File: config.mk
export PLATFORM = sky130hd
export DESIGN_NAME = ahb_mtx_slv_sched_flat
export DESIGN_NICKNAME = d
export VERILOG_FILES = /design/src/rtl/ahb_mtx_slv_sched_if.sv /design/src/rtl/ahb_mtx_slv_sched.sv /design/src/flat_wrapper.sv
export SDC_FILE = /design/constraint.sdc
export NUM_CORES = 1
export LEC_CHECK = 0
export BUFFER_PORTS_ARGS = -buffer_cell sky130_fd_sc_hd__buf_4
export CORE_MARGIN = 3
export CORE_UTILIZATION = 62
export CTS_CLUSTER_DIAMETER = 200
export CTS_CLUSTER_SIZE = 30
export DETAILED_ROUTE_END_ITERATION = 8
export GPL_TIMING_DRIVEN = 0
export HOLD_SLACK_MARGIN = 0.03
export PLACE_DENSITY = 0.87
export SLEW_MARGIN = 20
export SYNTH_ARGS = -nofsm -noshare
export SYNTH_HDL_FRONTEND = slang
export SYNTH_SLANG_ARGS = --single-unit
File: constraint.sdc
create_clock -name clk -period 7.2 [get_ports clk]
set_input_delay 1.44 -clock clk [delete_from_list [all_inputs] [get_ports clk]]
set_output_delay 1.44 -clock clk [all_outputs]
set_load 0.05 [all_outputs]
File: src/rtl/ahb_mtx_slv_sched_if.sv
// Bus bundle between the masters of one AHB-Lite matrix slave port and its
// transfer scheduler. The master side drives the request/burst qualifiers and
// HREADYOUT. The slave side (the scheduler) returns the address and data owner selects.
interface ahb_mtx_slv_sched_if #(
  parameter int MST_NUM   = 3,
  parameter int PRI_WIDTH = 2
);
  logic [MST_NUM-1:0]           req;
  logic [PRI_WIDTH*MST_NUM-1:0] pri;
  logic [3*MST_NUM-1:0]         hburst;
  logic [MST_NUM-1:0]           hmastlock;
  logic                         hready;
  logic [MST_NUM-1:0]           addr_sel;
  logic                         addr_vld;
  logic [MST_NUM-1:0]           data_sel;
  logic                         data_vld;
  logic                         locked;

  modport master (
    output req, pri, hburst, hmastlock, hready,
    input  addr_sel, addr_vld, data_sel, data_vld, locked
  );

  modport slave (
    input  req, pri, hburst, hmastlock, hready,
    output addr_sel, addr_vld, data_sel, data_vld, locked
  );
endinterface

File: src/rtl/ahb_mtx_slv_sched.sv
// Per-slave-port scheduler: fixed-priority arbitration with round-robin among
// equal priorities. Ownership is held for a whole burst or locked sequence.
// The data-phase owner is tracked for the response/read-data demux.
module ahb_mtx_slv_sched #(
  parameter int MST_NUM   = 3,
  parameter int PRI_WIDTH = 2,
  parameter int MAX_HOLD  = 16
) (
  input logic               clk,
  input logic               rst,
  ahb_mtx_slv_sched_if.slave bus
);
  localparam int IDX_W     = (MST_NUM > 1) ? $clog2(MST_NUM) : 1;
  localparam int MAX_BEATS = (MAX_HOLD > 16) ? MAX_HOLD : 16;
  localparam int CNT_W     = $clog2(MAX_BEATS + 1);
  localparam logic [MST_NUM-1:0] SEL0 = MST_NUM'(1);

  typedef enum logic {ARB, OWN} state_t;

  state_t               state_q, state_d;
  logic [IDX_W-1:0]     owner_q, owner_d;
  logic [IDX_W-1:0]     ptr_q, ptr_d;
  logic [MST_NUM-1:0]   addr_sel_q, addr_sel_d;
  logic [MST_NUM-1:0]   data_sel_q, data_sel_d;
  logic                 addr_vld_q, addr_vld_d;
  logic                 data_vld_q, data_vld_d;
  logic                 locked_q, locked_d;
  logic [CNT_W-1:0]     beat_cnt_q, beat_cnt_d;
  logic [PRI_WIDTH-1:0] max_pri;
  logic [IDX_W-1:0]     win_idx;
  logic                 win_found;

  // INCR has no defined length, so it is capped at MAX_HOLD beats.
  function automatic logic [CNT_W-1:0] burst_beats(input logic [2:0] hb);
    case (hb)
      3'b000:         return CNT_W'(1);
      3'b001:         return CNT_W'(MAX_HOLD);
      3'b010, 3'b011: return CNT_W'(4);
      3'b100, 3'b101: return CNT_W'(8);
      default:        return CNT_W'(16);
    endcase
  endfunction

  // Arbitration: highest requesting priority, then first match after the pointer.
  always_comb begin
    max_pri   = '0;
    win_idx   = '0;
    win_found = 1'b0;
    for (int i = 0; i < MST_NUM; i++) begin
      if (bus.req[i] && (bus.pri[i*PRI_WIDTH +: PRI_WIDTH] > max_pri))
        max_pri = bus.pri[i*PRI_WIDTH +: PRI_WIDTH];
    end
    for (int k = 1; k <= MST_NUM; k++) begin
      int idx;
      idx = (int'(ptr_q) + k) % MST_NUM;
      if (!win_found && bus.req[idx] &&
          (bus.pri[idx*PRI_WIDTH +: PRI_WIDTH] == max_pri)) begin
        win_idx   = IDX_W'(idx);
        win_found = 1'b1;
      end
    end
  end

  // Next-state: grant in ARB; in OWN count accepted beats and release on
  // the last unlocked beat or on an unlocked owner that dropped its request.
  always_comb begin
    state_d    = state_q;
    owner_d    = owner_q;
    ptr_d      = ptr_q;
    addr_sel_d = addr_sel_q;
    data_sel_d = data_sel_q;
    addr_vld_d = addr_vld_q;
    data_vld_d = data_vld_q;
    locked_d   = locked_q;
    beat_cnt_d = beat_cnt_q;
    case (state_q)
      ARB: begin
        if (|bus.req) begin
          owner_d    = win_idx;
          addr_sel_d = SEL0 << win_idx;
          addr_vld_d = 1'b1;
          beat_cnt_d = burst_beats(bus.hburst[win_idx*3 +: 3]);
          locked_d   = bus.hmastlock[win_idx];
          state_d    = OWN;
        end else begin
          addr_vld_d = 1'b0;
        end
        if (bus.hready) data_vld_d = 1'b0;
      end
      OWN: begin
        if (bus.hready) begin
          if (bus.req[owner_q]) begin
            data_sel_d = addr_sel_q;
            data_vld_d = 1'b1;
            locked_d   = bus.hmastlock[owner_q];
            if (beat_cnt_q == CNT_W'(1)) begin
              if (bus.hmastlock[owner_q]) begin
                beat_cnt_d = burst_beats(bus.hburst[owner_q*3 +: 3]);
              end else begin
                state_d    = ARB;
                addr_vld_d = 1'b0;
                ptr_d      = owner_q;
              end
            end else begin
              beat_cnt_d = beat_cnt_q - CNT_W'(1);
            end
          end else begin
            data_vld_d = 1'b0;
            if (!locked_q) begin
              state_d    = ARB;
              addr_vld_d = 1'b0;
              ptr_d      = owner_q;
            end
          end
        end
      end
      default: state_d = ARB;
    endcase
  end

  // State register; reset parks master 0 and makes it first in round-robin order.
  always_ff @(posedge clk) begin
    if (rst) begin
      state_q    <= ARB;
      owner_q    <= '0;
      ptr_q      <= IDX_W'(MST_NUM - 1);
      addr_sel_q <= SEL0;
      data_sel_q <= '0;
      addr_vld_q <= 1'b0;
      data_vld_q <= 1'b0;
      locked_q   <= 1'b0;
      beat_cnt_q <= '0;
    end else begin
      state_q    <= state_d;
      owner_q    <= owner_d;
      ptr_q      <= ptr_d;
      addr_sel_q <= addr_sel_d;
      data_sel_q <= data_sel_d;
      addr_vld_q <= addr_vld_d;
      data_vld_q <= data_vld_d;
      locked_q   <= locked_d;
      beat_cnt_q <= beat_cnt_d;
    end
  end

  assign bus.addr_sel = addr_sel_q;
  assign bus.addr_vld = addr_vld_q;
  assign bus.data_sel = data_sel_q;
  assign bus.data_vld = data_vld_q;
  assign bus.locked   = locked_q;
endmodule

File: src/flat_wrapper.sv
// flat-port wrapper written by rule: the top's interface ports become plain ports
module ahb_mtx_slv_sched_flat 
#(
  parameter int MST_NUM   = 3,
  parameter int PRI_WIDTH = 2,
  parameter int MAX_HOLD  = 16
)
  (clk, rst, bus_req, bus_pri, bus_hburst, bus_hmastlock, bus_hready, bus_addr_sel, bus_addr_vld, bus_data_sel, bus_data_vld, bus_locked);
  ahb_mtx_slv_sched_if #(.MST_NUM(MST_NUM), .PRI_WIDTH(PRI_WIDTH)) bus_i ();
  input logic clk;
  input logic rst;
  input wire logic [$bits(bus_i.req)-1:0] bus_req;
  input wire logic [$bits(bus_i.pri)-1:0] bus_pri;
  input wire logic [$bits(bus_i.hburst)-1:0] bus_hburst;
  input wire logic [$bits(bus_i.hmastlock)-1:0] bus_hmastlock;
  input wire logic [$bits(bus_i.hready)-1:0] bus_hready;
  output wire logic [$bits(bus_i.addr_sel)-1:0] bus_addr_sel;
  output wire logic [$bits(bus_i.addr_vld)-1:0] bus_addr_vld;
  output wire logic [$bits(bus_i.data_sel)-1:0] bus_data_sel;
  output wire logic [$bits(bus_i.data_vld)-1:0] bus_data_vld;
  output wire logic [$bits(bus_i.locked)-1:0] bus_locked;
  assign bus_i.req = bus_req;
  assign bus_i.pri = bus_pri;
  assign bus_i.hburst = bus_hburst;
  assign bus_i.hmastlock = bus_hmastlock;
  assign bus_i.hready = bus_hready;
  assign bus_addr_sel = bus_i.addr_sel;
  assign bus_addr_vld = bus_i.addr_vld;
  assign bus_data_sel = bus_i.data_sel;
  assign bus_data_vld = bus_i.data_vld;
  assign bus_locked = bus_i.locked;
  ahb_mtx_slv_sched #(.MST_NUM(MST_NUM), .PRI_WIDTH(PRI_WIDTH), .MAX_HOLD(MAX_HOLD)) u_core (.clk(clk), .rst(rst), .bus(bus_i));
endmodule
=== After elaboration in Yosys (flattened, before gate mapping) ===
Index checks and enable logic that the tools add are counted.
W data, S select, Z words.

* Bits in registers: 19
* Input bits: 24
* Logic and storage cells: 136

* Add/subtract/negate cells: 4
* $mul: 2
* Div/mod/pow operators: 3
* Magnitude comparators: 8
* Eq/ne operators: 23
* Shifts and indexed selects: 6
* Muxes and demuxes: 56
* Bitwise gates (word level): 1
* Reductions and logical operators: 24

{| class="wikitable"
|+ Operator list
! kind !! number
|-
| $lt A32 B4 Y1 const B || 3
|-
| $mod A32 B3 Y32 const B || 3
|-
| $shiftx A6 B32 Y2 || 3
|-
| $pmux W5 S3 || 2
|-
| $mux W1 || 28
|-
| $mux W5 || 5
|-
| $mux W2 || 10
|-
| $shiftx A9 B5 Y3 || 2
|-
| $bmux W1 S2 || 6
|-
| $eq A3 B2 Y1 const B || 4
|-
| $eq A3 B3 Y1 const B || 4
|-
| $ne A2 B2 Y1 const B || 6
|-
| $ne A3 B3 Y1 const B || 4
|-
| $pmux W5 S2 || 1
|-
| $logic_and A1 B1 Y1 || 8
|-
| $mul A2 B2 Y4 const B || 2
|-
| $pmux W1 S2 || 4
|-
| $reduce_and A4 Y1 || 2
|-
| $reduce_or A2 Y1 || 4
|-
| $add A2 B2 Y3 const B || 2
|-
| $eq A2 B2 Y1 || 3
|-
| $logic_not A3 Y1 || 2
|-
| $lt A2 B3 Y1 const B || 2
|-
| $reduce_and A3 Y1 || 2
|-
| 12 further kinds || 15
|}

=== Logic depth before layout (Yosys ltp) ===
Gate-level depths: netlist (run 1).

* Depth after elaboration: 27
* Depth in mapped cells: 20
* Mapped depth without buffers: 18

=== Worst setup path after synthesis (run 1) ===
No wires, ideal clock.

* Kind: input port to flip-flop
* Start: in bus_req[0]
* End: reg u_core.beat_cnt_q[4]
* Arrival: 5.267 ns
* Data required time: 7.112 ns
* Path slack: 1.845 ns
* Stages on the path: 19
* Buffers on the path: 2
* Cell sequence: buf_2 > nand2_1 > ha_1 > nor2b_1 > o21a_4 > o21a_1 > ha_1 > nor2b_1 > o211ai_2 > or2_0 > buf_2 > a222oi_1 > a31o_1 > o2111ai_1 > o211ai_4 > nand2_1 > a311o_1 > a211o_1 > a311oi_2

* Longest elaborated chain between the ends: 26
* Elaborated cells on any way between the ends: 50
* Those cells by class: mul (1); order compare (2); eq/ne (9); shift (1); mux (22); reduce/logical (15)

{| class="wikitable"
|+ RTL lines
! element !! RTL line !! RTL
|-
| start: declaration || flat_wrapper.sv:12 || <nowiki>input wire logic [$bits(bus_i.req)-1:0] bus_req;</nowiki>
|-
| $logic_and A1 B1 Y1 || ahb_mtx_slv_sched.sv:50 || <nowiki>if (bus.req[i] && (bus.pri[i*PRI_WIDTH +: PRI_WIDTH] > max_pri))</nowiki>
|-
| $mux W2 || ahb_mtx_slv_sched.sv:50 ||
|-
| $gt A2 B2 Y1 || ahb_mtx_slv_sched.sv:50 ||
|-
| $logic_and A1 B1 Y1 || ahb_mtx_slv_sched.sv:50 ||
|-
| $mux W2 || ahb_mtx_slv_sched.sv:50 ||
|-
| $gt A2 B2 Y1 || ahb_mtx_slv_sched.sv:50 ||
|-
| $logic_and A1 B1 Y1 || ahb_mtx_slv_sched.sv:50 ||
|-
| $mux W2 || ahb_mtx_slv_sched.sv:50 ||
|-
| [... 10 more ...] || -- ||
|-
| $mux W2 || ahb_mtx_slv_sched.sv:56 || <nowiki>if (!win_found && bus.req[idx] &&</nowiki>
|-
| $mul A2 B2 Y4 || ahb_mtx_slv_sched.sv:82 || <nowiki>beat_cnt_d = burst_beats(bus.hburst[win_idx*3 +: 3]);</nowiki>
|-
| $shiftx A9 B5 Y3 || ahb_mtx_slv_sched.sv:82 ||
|-
| $eq A3 B3 Y1 or $eq A3 B2 Y1 (tied branches) || ahb_mtx_slv_sched.sv:35 || <nowiki>case (hb)</nowiki>
|-
| $reduce_or A2 Y1 || ahb_mtx_slv_sched.sv:35 ||
|-
| $pmux W5 S3 || ahb_mtx_slv_sched.sv:35 ||
|-
| $mux W5 || ahb_mtx_slv_sched.sv:78 || <nowiki>if (|bus.req) begin</nowiki>
|-
| $pmux W5 S2 || ahb_mtx_slv_sched.sv:76 || <nowiki>case (state_q)</nowiki>
|-
| end signal: assignment || ahb_mtx_slv_sched.sv:142 || <nowiki>beat_cnt_q <= beat_cnt_d;</nowiki>
|-
| end: declaration || ahb_mtx_slv_sched.sv:28 || <nowiki>logic [CNT_W-1:0] beat_cnt_q, beat_cnt_d;</nowiki>
|}

Parallel ways exist; a longest one is shown, timed or not. The select of a mux whose other input is x is not followed.
A chain may end at the register's enable or synchronous reset.

=== Worst setup path after layout (run 1) ===
Same ends and word-level chain as after synthesis.

==> parameters.txt, run 1 <==
Parameter                              Value

Run status
  Result of the run ... finished, final reports clean

Clocking
  Number of clock sinks ... 19
  Maximum level of the CTS H-tree ... 1
  Hold Buf Count CTS ... 0
  Number of buffers inserted by post-CTS setup repair ... 0
  Total CTS buffers ... 3
  Post-CTS Resized ... 0
  Post-CTS clock slew at the launch and capture registers of the worst setup and hold paths ... 0.12 ns
  Root cell of the clock tree ... sky130_fd_sc_hd__clkbuf_4
  Max clock buf depth ... 2
  Worst skew pair latency ... around 0.31 ns
  CTS tree ... done

Floorplan
  Placement Rows ... 20
  Area of the die ... approximately 4000 um2
  Area of the core region ... just over 3000 um2
  Number of top-level design ports ... 33
  Effective utilization at floorplan ... 0.657
  Die Width ... around 63 um
  DIE HEIGHT ... ~63 um

Routing
  Routed metal-1 wirelength ... ~2.1 mm
  Vias per inst ... roughly 6.3
  Vias ... roughly 2.1k
  Total met3 wirelength after detailed routing ... 327 um
  Wirelength, routed ... about 5.1 mm
  Highest metal layer with signal wires ... met4
  DR WL/cell ... roughly 15 um
  Wire length on met2 ... roughly 2.6 mm
  Number of DRC markers in iteration 0 ... 225
  Residual antenna-violating net count after detailed routing ... 0
  First-pass DRT Iterations ... 8
  Remaining routing DRC violations ... 0

Hold path
  Origin of the worst min-delay path ... u_core.bus.addr_vld
  Worst Hold Class ... reg2reg
  Worst hold endpoint ... u_core.bus.addr_vld
  Number of instances on the worst hold path ... 2

Yosys
  Number of synthesized flops with an enable pin ... 0
  Flip-flop cell with the highest count after synthesis ... sky130_fd_sc_hd__dfxtp_1
  Post-synthesis async set-or-reset flop share ... 0
  Part of the Yosys area used for sequential elements ... 0.187
  Flip-flop and latch count after synthesis ... 19
  Area contributors post-synth ... sky130_fd_sc_hd__dfxtp_1 19%, sky130_fd_sc_hd__mux2i_1 9.8%, sky130_fd_sc_hd__ha_1 8.6%, sky130_fd_sc_hd__a21oi_1 4.7%, sky130_fd_sc_hd__nand2_1 4.2%
  Cell accounting for the most synthesized area ... sky130_fd_sc_hd__dfxtp_1
  Proportion of netlist area held by the largest area contributor ... 0.187
  Synthesized area per cell ... between 7 and 8 um2
  Total of warnings raised by yosys ... 0
  Synthesized Nets ... between 200 and 300
  Number of standard cells after synthesis ... 261
  Library cells used by synthesis ... 62
  Post-Syn Area ... between 2000 and 2500 um2

Setup path
  Worst r2r src ... u_core.ptr_q[1]
  Depth of the worst register-to-register path ... 13
  Largest driver fanout on the critical path ... 8
  Cells traversed along the worst timing path ... buf_2, nand2_1, ha_1, nor2b_1, o21a_4, o21a_1, ha_1, nor2b_1, o211ai_2, or2_0, buf_2, a222oi_1, a31o_1, o22a_4, o211ai_2, nand2_1, a311o_1, a211o_1, a311oi_2
  Critical path's largest stage delay ... ~0.36 ns
  Slowest-stage cell, CP ... sky130_fd_sc_hd__a311o_1
  Type of the worst setup path ... in2reg
  Arrival time of the worst setup path ... around 5.7 ns
  Required time at the worst-slack endpoint ... about 7.4 ns
  End of the worst register-to-register path ... u_core.beat_cnt_q[4]
  Register-to-register setup slack ... 3.37 ns
  Launching element type of the critical path ... input pin
  Nature of the critical path endpoint ... flip-flop

Power
  Cell area power density ... about 190 nW/um2
  Static Leak ... between 1 and 1.5 nW
  Total power consumption of the routed design ... about 0.45 mW
  Worst voltage drop across the vdd grid ... ~0.16 mV

Flow run
  Number of max-cap violations ... 0

GRT
  Pin count of the biggest net entering global routing ... 12
  Overall overflow remaining after global route ... 0
  Overall track demand over capacity in global routing ... 0.265
  First-pass GRT wire length ... between 8 and 9 mm
  Vias in the first global route ... between 2k and 2.5k
  Antenna violations before repair ... 0

Timing
  Measured slew at the worst slew-check pin ... 0.742 ns
  Maximum clock frequency ... 182 MHz
  Setup Viol. Count Final ... 0
  Setup Skew ... 0.0109 ns
  Setup TNS after final layout ... 0 ns
  Final hold violations ... 0
  Crit share post-route ... 0.765
  Hold slack ... ~0.48 ns
  RSZ-0062 raised after global routing ... false
  Shortest period the worst path allows ... about 5.5 ns
  Final worst-path setup slack ... between 1.5 and 2 ns
  Fin. max-slew vios ... 0
  Worst slew margin ... 0.504

Finish
  Layout cell share with drive strength beyond 1 ... 0.194
  Antenna diodes ... 0
  Area used by multi-input combinational logic ... roughly 1500 um2
  Signed area change from the synthesized netlist to the final layout ... 15.0%
  Number of inserted filler cells in the final layout ... 263
  Post-Layout Inst Area ... 2350 um2
  Net total in the final layout ... 333
  FF+latch area ... approximately 380 um2

Placed design
  Final GP Congestion ... between 0.8 and 0.9
  Total half-perimeter wirelength after legalization and detailed placement ... between 4 and 5 mm
  DP Area ... 2320 um2
  Worst setup timing slack at the placement stage ... about 1.4 ns
  Port-buffer cells ... 29
## synth_stat cells (2+ instances only)
| library cell | instances |
|---|---|
| sky130_fd_sc_hd__a211o_1 | 2 |
| sky130_fd_sc_hd__a21o_1 | 2 |
| sky130_fd_sc_hd__a21oi_1 | 19 |
| sky130_fd_sc_hd__a222oi_1 | 3 |
| sky130_fd_sc_hd__a22oi_1 | 2 |
| sky130_fd_sc_hd__a31o_1 | 3 |
| sky130_fd_sc_hd__a31oi_1 | 4 |
| sky130_fd_sc_hd__a32o_1 | 2 |
| sky130_fd_sc_hd__and2_1 | 2 |
| sky130_fd_sc_hd__buf_1 | 2 |
| sky130_fd_sc_hd__buf_2 | 6 |
| sky130_fd_sc_hd__clkbuf_1 | 4 |
| sky130_fd_sc_hd__dfxtp_1 | 19 |
| sky130_fd_sc_hd__ha_1 | 14 |
| sky130_fd_sc_hd__inv_1 | 16 |
| sky130_fd_sc_hd__mux2_1 | 3 |
| sky130_fd_sc_hd__mux2i_1 | 20 |
| sky130_fd_sc_hd__nand2_1 | 23 |
| sky130_fd_sc_hd__nand2b_1 | 5 |
| sky130_fd_sc_hd__nand3_1 | 14 |
| sky130_fd_sc_hd__nand4_1 | 3 |
| sky130_fd_sc_hd__nor2_1 | 23 |
| sky130_fd_sc_hd__nor2b_1 | 4 |
| sky130_fd_sc_hd__nor3_1 | 2 |
| sky130_fd_sc_hd__nor3b_1 | 2 |
| sky130_fd_sc_hd__nor4b_1 | 2 |
| sky130_fd_sc_hd__o211ai_1 | 6 |
| sky130_fd_sc_hd__o211ai_2 | 3 |
| sky130_fd_sc_hd__o21ai_0 | 11 |
| sky130_fd_sc_hd__o21ai_1 | 2 |
| sky130_fd_sc_hd__o22ai_1 | 3 |
| sky130_fd_sc_hd__o41ai_1 | 2 |
| sky130_fd_sc_hd__or2_2 | 2 |
| sky130_fd_sc_hd__or3_1 | 2 |
| sky130_fd_sc_hd__xnor2_1 | 2 |
## per-layer routing
layer  up-vias  track usage
met3        12       0.0160
met4         0        0.108
li1       1038            -
met2       109        0.507
met5         -            0
met1       974        0.299
## power breakdown
group	total (mW)	internal, mW	switching, mW	leakage [nW]
Sequential	0.134	0.119	0.0150	0.156
Combinational	0.262	0.108	0.154	0.841
Clock	0.0570	0.0207	0.0362	0.0177
## critical path: cells and delay by family
family / cells / cell delay, ns
and+or+nand+nor: 5 / 0.84
AOI/OAI and AO/OA: 10 / 2.48
adders and majority gates: 2 / 0.62
buffers and inverters: 2 / 0.35
## layout make-up
cell class,count,share of cell area
Multi-Input combinational cell,213,0.657
Sequential cell,19,0.162
Timing Repair Buffer,29,0.0928
Buffer,13,0.0272
Inverter,16,0.0256
Tap cell,44,0.0235
Clock buffer,3,0.00960
Clock inverter,1,0.00213
## state kept, by name (all words and copies together) (netlist names)
| signal | count |
|---|---|
| u_core.owner_q | 2 |
| u_core.bus.data_vld | 1 |
| u_core.bus.addr_sel | 3 |
| u_core.bus.data_sel | 3 |
| u_core.beat_cnt_q | 5 |
| u_core.ptr_q | 2 |
| u_core.bus.addr_vld | 1 |
| u_core.bus.locked | 1 |
| u_core.state_q | 1 |
## layout by cell type (no fill, tap or decap), drive strengths merged, types with 4 or more instances in the layout
master  Yosys  layout
buf         9      38
nand2      23      23
nor2       23      23
mux2i      20      20
a21oi      20      20
dfxtp      19      19
inv        16      16
nand3      14      14
ha         14      14
o21ai      14      14
o211ai     10      10
clkbuf      4       7
nand2b      5       5
nor2b       4       4
a31oi       4       4
## logic make-up (layout without fill, tap and decap cells)
kind of cell	count (synthesis)	after routing	share of synthesized area
fa+ha+maj	14	14	0.0859
buf+inv	29	62	0.0607
simple gates	88	88	0.210
mux	23	23	0.115
compound gates	85	85	0.329
flops	19	19	0.187
xor+xnor	3	3	0.0129
## metrics by stage
| stage | utilization | instances |
|---|---|---|
| after floorplan | - | 261 |
| after global placement | 0.745 | 334 |
| after detailed placement | 0.747 | 334 |
| after CTS | 0.756 | 338 |
| after global routing | 0.756 | 338 |
| final | 0.756 | 338 |
## worst max path at each step
stage                     cells past startpoint  startpoint  slack, ns              endpoint
after detailed placement                     19  bus_req[0]       1.39  u_core.beat_cnt_q[4]
after CTS                                    19  bus_req[0]       1.69  u_core.beat_cnt_q[4]
after floorplan                              19  bus_req[0]       1.85  u_core.beat_cnt_q[4]
after global routing                         19  bus_req[0]       1.35  u_core.beat_cnt_q[4]
after global placement                       19  bus_req[0]       1.46  u_core.beat_cnt_q[4]
final                                        19  bus_req[0]       1.70  u_core.beat_cnt_q[4]
Note: power is estimated with default switching activity, not from simulation.
==> run 2, diff against run 1 <==
--- a/config.mk
+++ b/config.mk
@@ -7,13 +7,13 @@
 export LEC_CHECK = 0
 export BUFFER_PORTS_ARGS = -buffer_cell sky130_fd_sc_hd__buf_4
 export CORE_MARGIN = 3
-export CORE_UTILIZATION = 62
+export CORE_UTILIZATION = 52
 export CTS_CLUSTER_DIAMETER = 200
 export CTS_CLUSTER_SIZE = 30
 export DETAILED_ROUTE_END_ITERATION = 8
 export GPL_TIMING_DRIVEN = 0
 export HOLD_SLACK_MARGIN = 0.03
-export PLACE_DENSITY = 0.87
+export PLACE_DENSITY = 0.78
 export SLEW_MARGIN = 20
 export SYNTH_ARGS = -nofsm -noshare
 export SYNTH_HDL_FRONTEND = slang
==> constraint.sdc (replaced) <==
create_clock -name clk -period 4.5 [get_ports clk]
set_input_delay 0.9 -clock clk [delete_from_list [all_inputs] [get_ports clk]]
set_output_delay 0.9 -clock clk [all_outputs]
set_load 0.05 [all_outputs]
==> run 2 against run 1 <==
Net effect:
- the run now ends with setup timing left
- clock-buffer cell count did not move
- worst hold slack got worse by 0.0047 ns
- die area rose by 17%
- first-iteration DRC count fell by 15%
- total power rose by 90%
- combinational power rose by 100%
- cell area rose by 16%
- sequential power rose by 60%
- largest power group unchanged
- highest routed layer unchanged
==> parameters.txt, run 2 (same netlist as run 1, synthesis figures left out) <==
Parameter                              Value

Clocking
  Max clock buf depth ... 2 (unchanged)
  CTS tree ... done (unchanged)
  Number of clock sinks ... 19 (unchanged)
  Total CTS buffers ... 3 (unchanged)
  Maximum level of the CTS H-tree ... 1 (unchanged)
  Post-CTS clock slew at the launch and capture registers of the worst setup and hold paths ... 0.08 ns (was 0.12 ns)
  Root cell of the clock tree ... sky130_fd_sc_hd__clkbuf_8 (was sky130_fd_sc_hd__clkbuf_4)
  Worst skew pair latency ... 0.26 ns (was 0.31 ns)

Placed design
  Worst setup timing slack at the placement stage ... -0.476 ns (was 1.39 ns)
  Number of placed cells counting well taps ... 338 (was 334)
  Final GP Congestion ... 0.976 (was 0.895)
  Total half-perimeter wirelength after legalization and detailed placement ... 4.14 mm (was 4.07 mm)
  Port-buffer cells ... 29 (unchanged)

Setup path
  Nature of the critical path endpoint ... flip-flop (unchanged)
  Worst r2r src ... u_core.ptr_q[1] (unchanged)
  Cells traversed along the worst timing path ... buf_4, nand2_4, inv_2, ha_4, a21boi_4, o211ai_1, buf_4, buf_4, buf_4, buf_4, buf_4, buf_4, buf_4, buf_4, o211ai_4, a222oi_1, a31o_1, o22a_4, o211ai_4, nand2_4, a311o_1, a211o_1, a311oi_2 (was buf_2, nand2_1, ha_1, nor2b_1, o21a_4, o21a_1, ha_1, nor2b_1, o211ai_2, or2_0, buf_2, a222oi_1, a31o_1, o22a_4, o211ai_2, nand2_1, a311o_1, a211o_1, a311oi_2)
  Cell seen most often among critical-path stages ... sky130_fd_sc_hd__buf_4
  CP startpoint ... bus_pri[0] (was bus_req[0])
  Slowest-stage cell, CP ... sky130_fd_sc_hd__a311o_1 (unchanged)
  Termination of the worst setup path ... u_core.beat_cnt_q[4] (unchanged)
  Critical path's largest stage delay ... 0.35 ns (was 0.36 ns)
  Depth of the worst register-to-register path ... 14 (was 13)
  End of the worst register-to-register path ... u_core.beat_cnt_q[4] (unchanged)
  Largest driver fanout on the critical path ... 7 (was 8)
  Register-to-register setup slack ... 0.72 ns (was 3.37 ns)
  Type of the worst setup path ... in2reg (unchanged)
  Launching element type of the critical path ... input pin (unchanged)
  Arrival time of the worst setup path ... 4.80 ns (was 5.74 ns)
  Required time at the worst-slack endpoint ... 4.68 ns (was 7.44 ns)

Timing
  Final worst-path setup slack ... -0.119 ns (was 1.70 ns)
  Worst slew margin ... 0.445 (was 0.504)
  Final hold violations ... 0 (unchanged)
  RSZ-0062 raised after global routing ... true (was false)
  Measured slew at the worst slew-check pin ... 0.830 ns (was 0.742 ns)
  Setup Viol. Count Final ... 2 (was 0)
  Shortest period the worst path allows ... approximately 4.6 ns
  Setup Skew ... 0.00566 ns (was 0.0109 ns)
  Maximum clock frequency ... between 200 and 250 MHz
  Fin. max-slew vios ... 0 (unchanged)
  Crit share post-route ... 1.03

Finish
  Layout cell share with drive strength beyond 1 ... 0.305 (was 0.194)
  Final cell count without fillers ... 363 (was 338)
  Utilization of the core after routing ... 0.732 (was 0.756)
  Antenna diodes ... 0 (unchanged)
  Signed area change from the synthesized netlist to the final layout ... 33.4% (was 15.0%)
  Biggest register ... u_core.beat_cnt_q (unchanged)
  Commonest non-fill, non-tap cells in the layout ... 47 x sky130_fd_sc_hd__buf_4, 23 x sky130_fd_sc_hd__nor2_1, 20 x sky130_fd_sc_hd__mux2i_1 (was 29 x sky130_fd_sc_hd__buf_4, 23 x sky130_fd_sc_hd__nand2_1, 23 x sky130_fd_sc_hd__nor2_1)
  Net total in the final layout ... 354 (was 333)
  Most frequent standard cell in the layout excluding fill and tap cells ... sky130_fd_sc_hd__buf_4 (unchanged)
  Max FFs per register ... 5 (unchanged)
  Number of inserted filler cells in the final layout ... 293 (was 263)

Run status
  Result of the run ... finished, violations left (was finished, final reports clean)
  Violations in the final reports ... setup timing

GRT
  Vias in the first global route ... 2011 (was 2099)
  Antenna violations before repair ... 0 (unchanged)
  Overall track demand over capacity in global routing ... 0.257 (was 0.265)
  Overall overflow remaining after global route ... 0 (unchanged)
  Pin count of the biggest net entering global routing ... 12 (unchanged)
  First-pass GRT wire length ... 9.36 mm (was 8.94 mm)

Power
  Worst voltage drop across the vdd grid ... 0.208 mV (was 0.161 mV)
  Cell area power density ... 316 nW/um2 (was 193 nW/um2)
  Static Leak ... 1.17 nW (was 1.01 nW)

Routing
  First-pass DRT Iterations ... 5 (was 8)
  Vias ... 2277 (was 2133)
  Wirelength, routed ... 6.04 mm (was 5.13 mm)
  Remaining routing DRC violations ... 0 (unchanged)
  Residual antenna-violating net count after detailed routing ... 0 (unchanged)
  Number of DRC markers in iteration 0 ... 192 (was 225)
  DR WL/cell ... 16.6 um (was 15.2 um)
  Vias per inst ... 6.27 (was 6.31)

Floorplan
  Effective utilization at floorplan ... 0.549 (was 0.657)
  Area of the core region ... 3720 um2 (was 3100 um2)
  Number of top-level design ports ... 33 (unchanged)
  Die Width ... 68.6 um (was 63.4 um)
  Placement Rows ... 22 (was 20)
  Area of the die ... 4710 um2 (was 4010 um2)
  DIE HEIGHT ... 68.6 um (was 63.4 um)

Hold path
  Worst Hold Class ... reg2reg (unchanged)

Flow run
  Number of max-cap violations ... 0 (unchanged)
[run 2: final cells by class]
class                           count  area [um2]  area share
Buffer                             13        81.3      0.0299
Sequential cell                    19         380       0.140
Multi-Input combinational cell    213        1700       0.626
Tap cell                           48        60.1      0.0221
Clock buffer                        3        41.3      0.0152
Clock inverter                      1        5.00     0.00184
Inverter                           16        60.1      0.0221
Timing Repair Buffer               50         390       0.143
[run 2: where the power goes]
part	switching [mW]	internal, mW
Combinational	0.288	0.235
Sequential	0.0243	0.190
Clock	0.0604	0.0616
Total	0.373	0.486
[run 2: metal layers]
| layer | GRT usage | vias up | routed length (um) |
|---|---|---|---|
| met5 | 0 | - | 0 |
| met3 | 0.0357 | 12 | 397 |
| li1 | - | 1086 | - |
| met4 | 0.0447 | 0 | 44 |
| met1 | 0.378 | 1093 | 2860 |
| met2 | 0.398 | 86 | 2730 |
[run 2: worst min-delay path by stage]
stage / start / end / slack, ns / cells after the start
2_1_floorplan: u_core.beat_cnt_q[1] / u_core.beat_cnt_q[1] / 0.49 / 2
3_3_place_gp: u_core.bus.addr_vld / u_core.bus.addr_vld / 0.46 / 2
3_5_place_dp: u_core.bus.addr_vld / u_core.bus.addr_vld / 0.47 / 2
4_1_cts: u_core.bus.addr_sel[2] / u_core.bus.addr_sel[2] / 0.48 / 2
5_1_grt: u_core.bus.addr_sel[2] / u_core.bus.addr_sel[2] / 0.51 / 2
6_report: u_core.bus.addr_sel[2] / u_core.bus.addr_sel[2] / 0.48 / 2
[run 2: worst max-delay path, delay by kind of cell]
family	cells	cell delay [ns]
AOI/OAI and AO/OA	10	2.27
adders and majority gates	1	0.21
buffers and inverters	10	1.20
and+or+nand+nor	2	0.20
[run 2: what timing repair did]
action / 4_1_cts / 5_1_grt
gates cloned: 0 / 0
setup buffers: 20 / 1
gates resized for setup: 18 / 6
endpoints found under the setup margin: 1 / 4
pin swaps: 21 / 12
hold buffers: 0 / 0
[run 2: metrics by stage]
stage / total power [mW] / TNS (ns) / cell area (um2) / hold slack [ns]
after floorplan: 0.548 / -0.131 / 2130 / 0.488
after global placement: 0.639 / -0.965 / 2410 / 0.462
after detailed placement: 0.647 / -0.987 / 2410 / 0.469
after CTS: 0.832 / 0 / 2680 / 0.482
after global routing: 0.914 / -0.731 / 2720 / 0.510
final: 0.859 / -0.234 / 2720 / 0.476
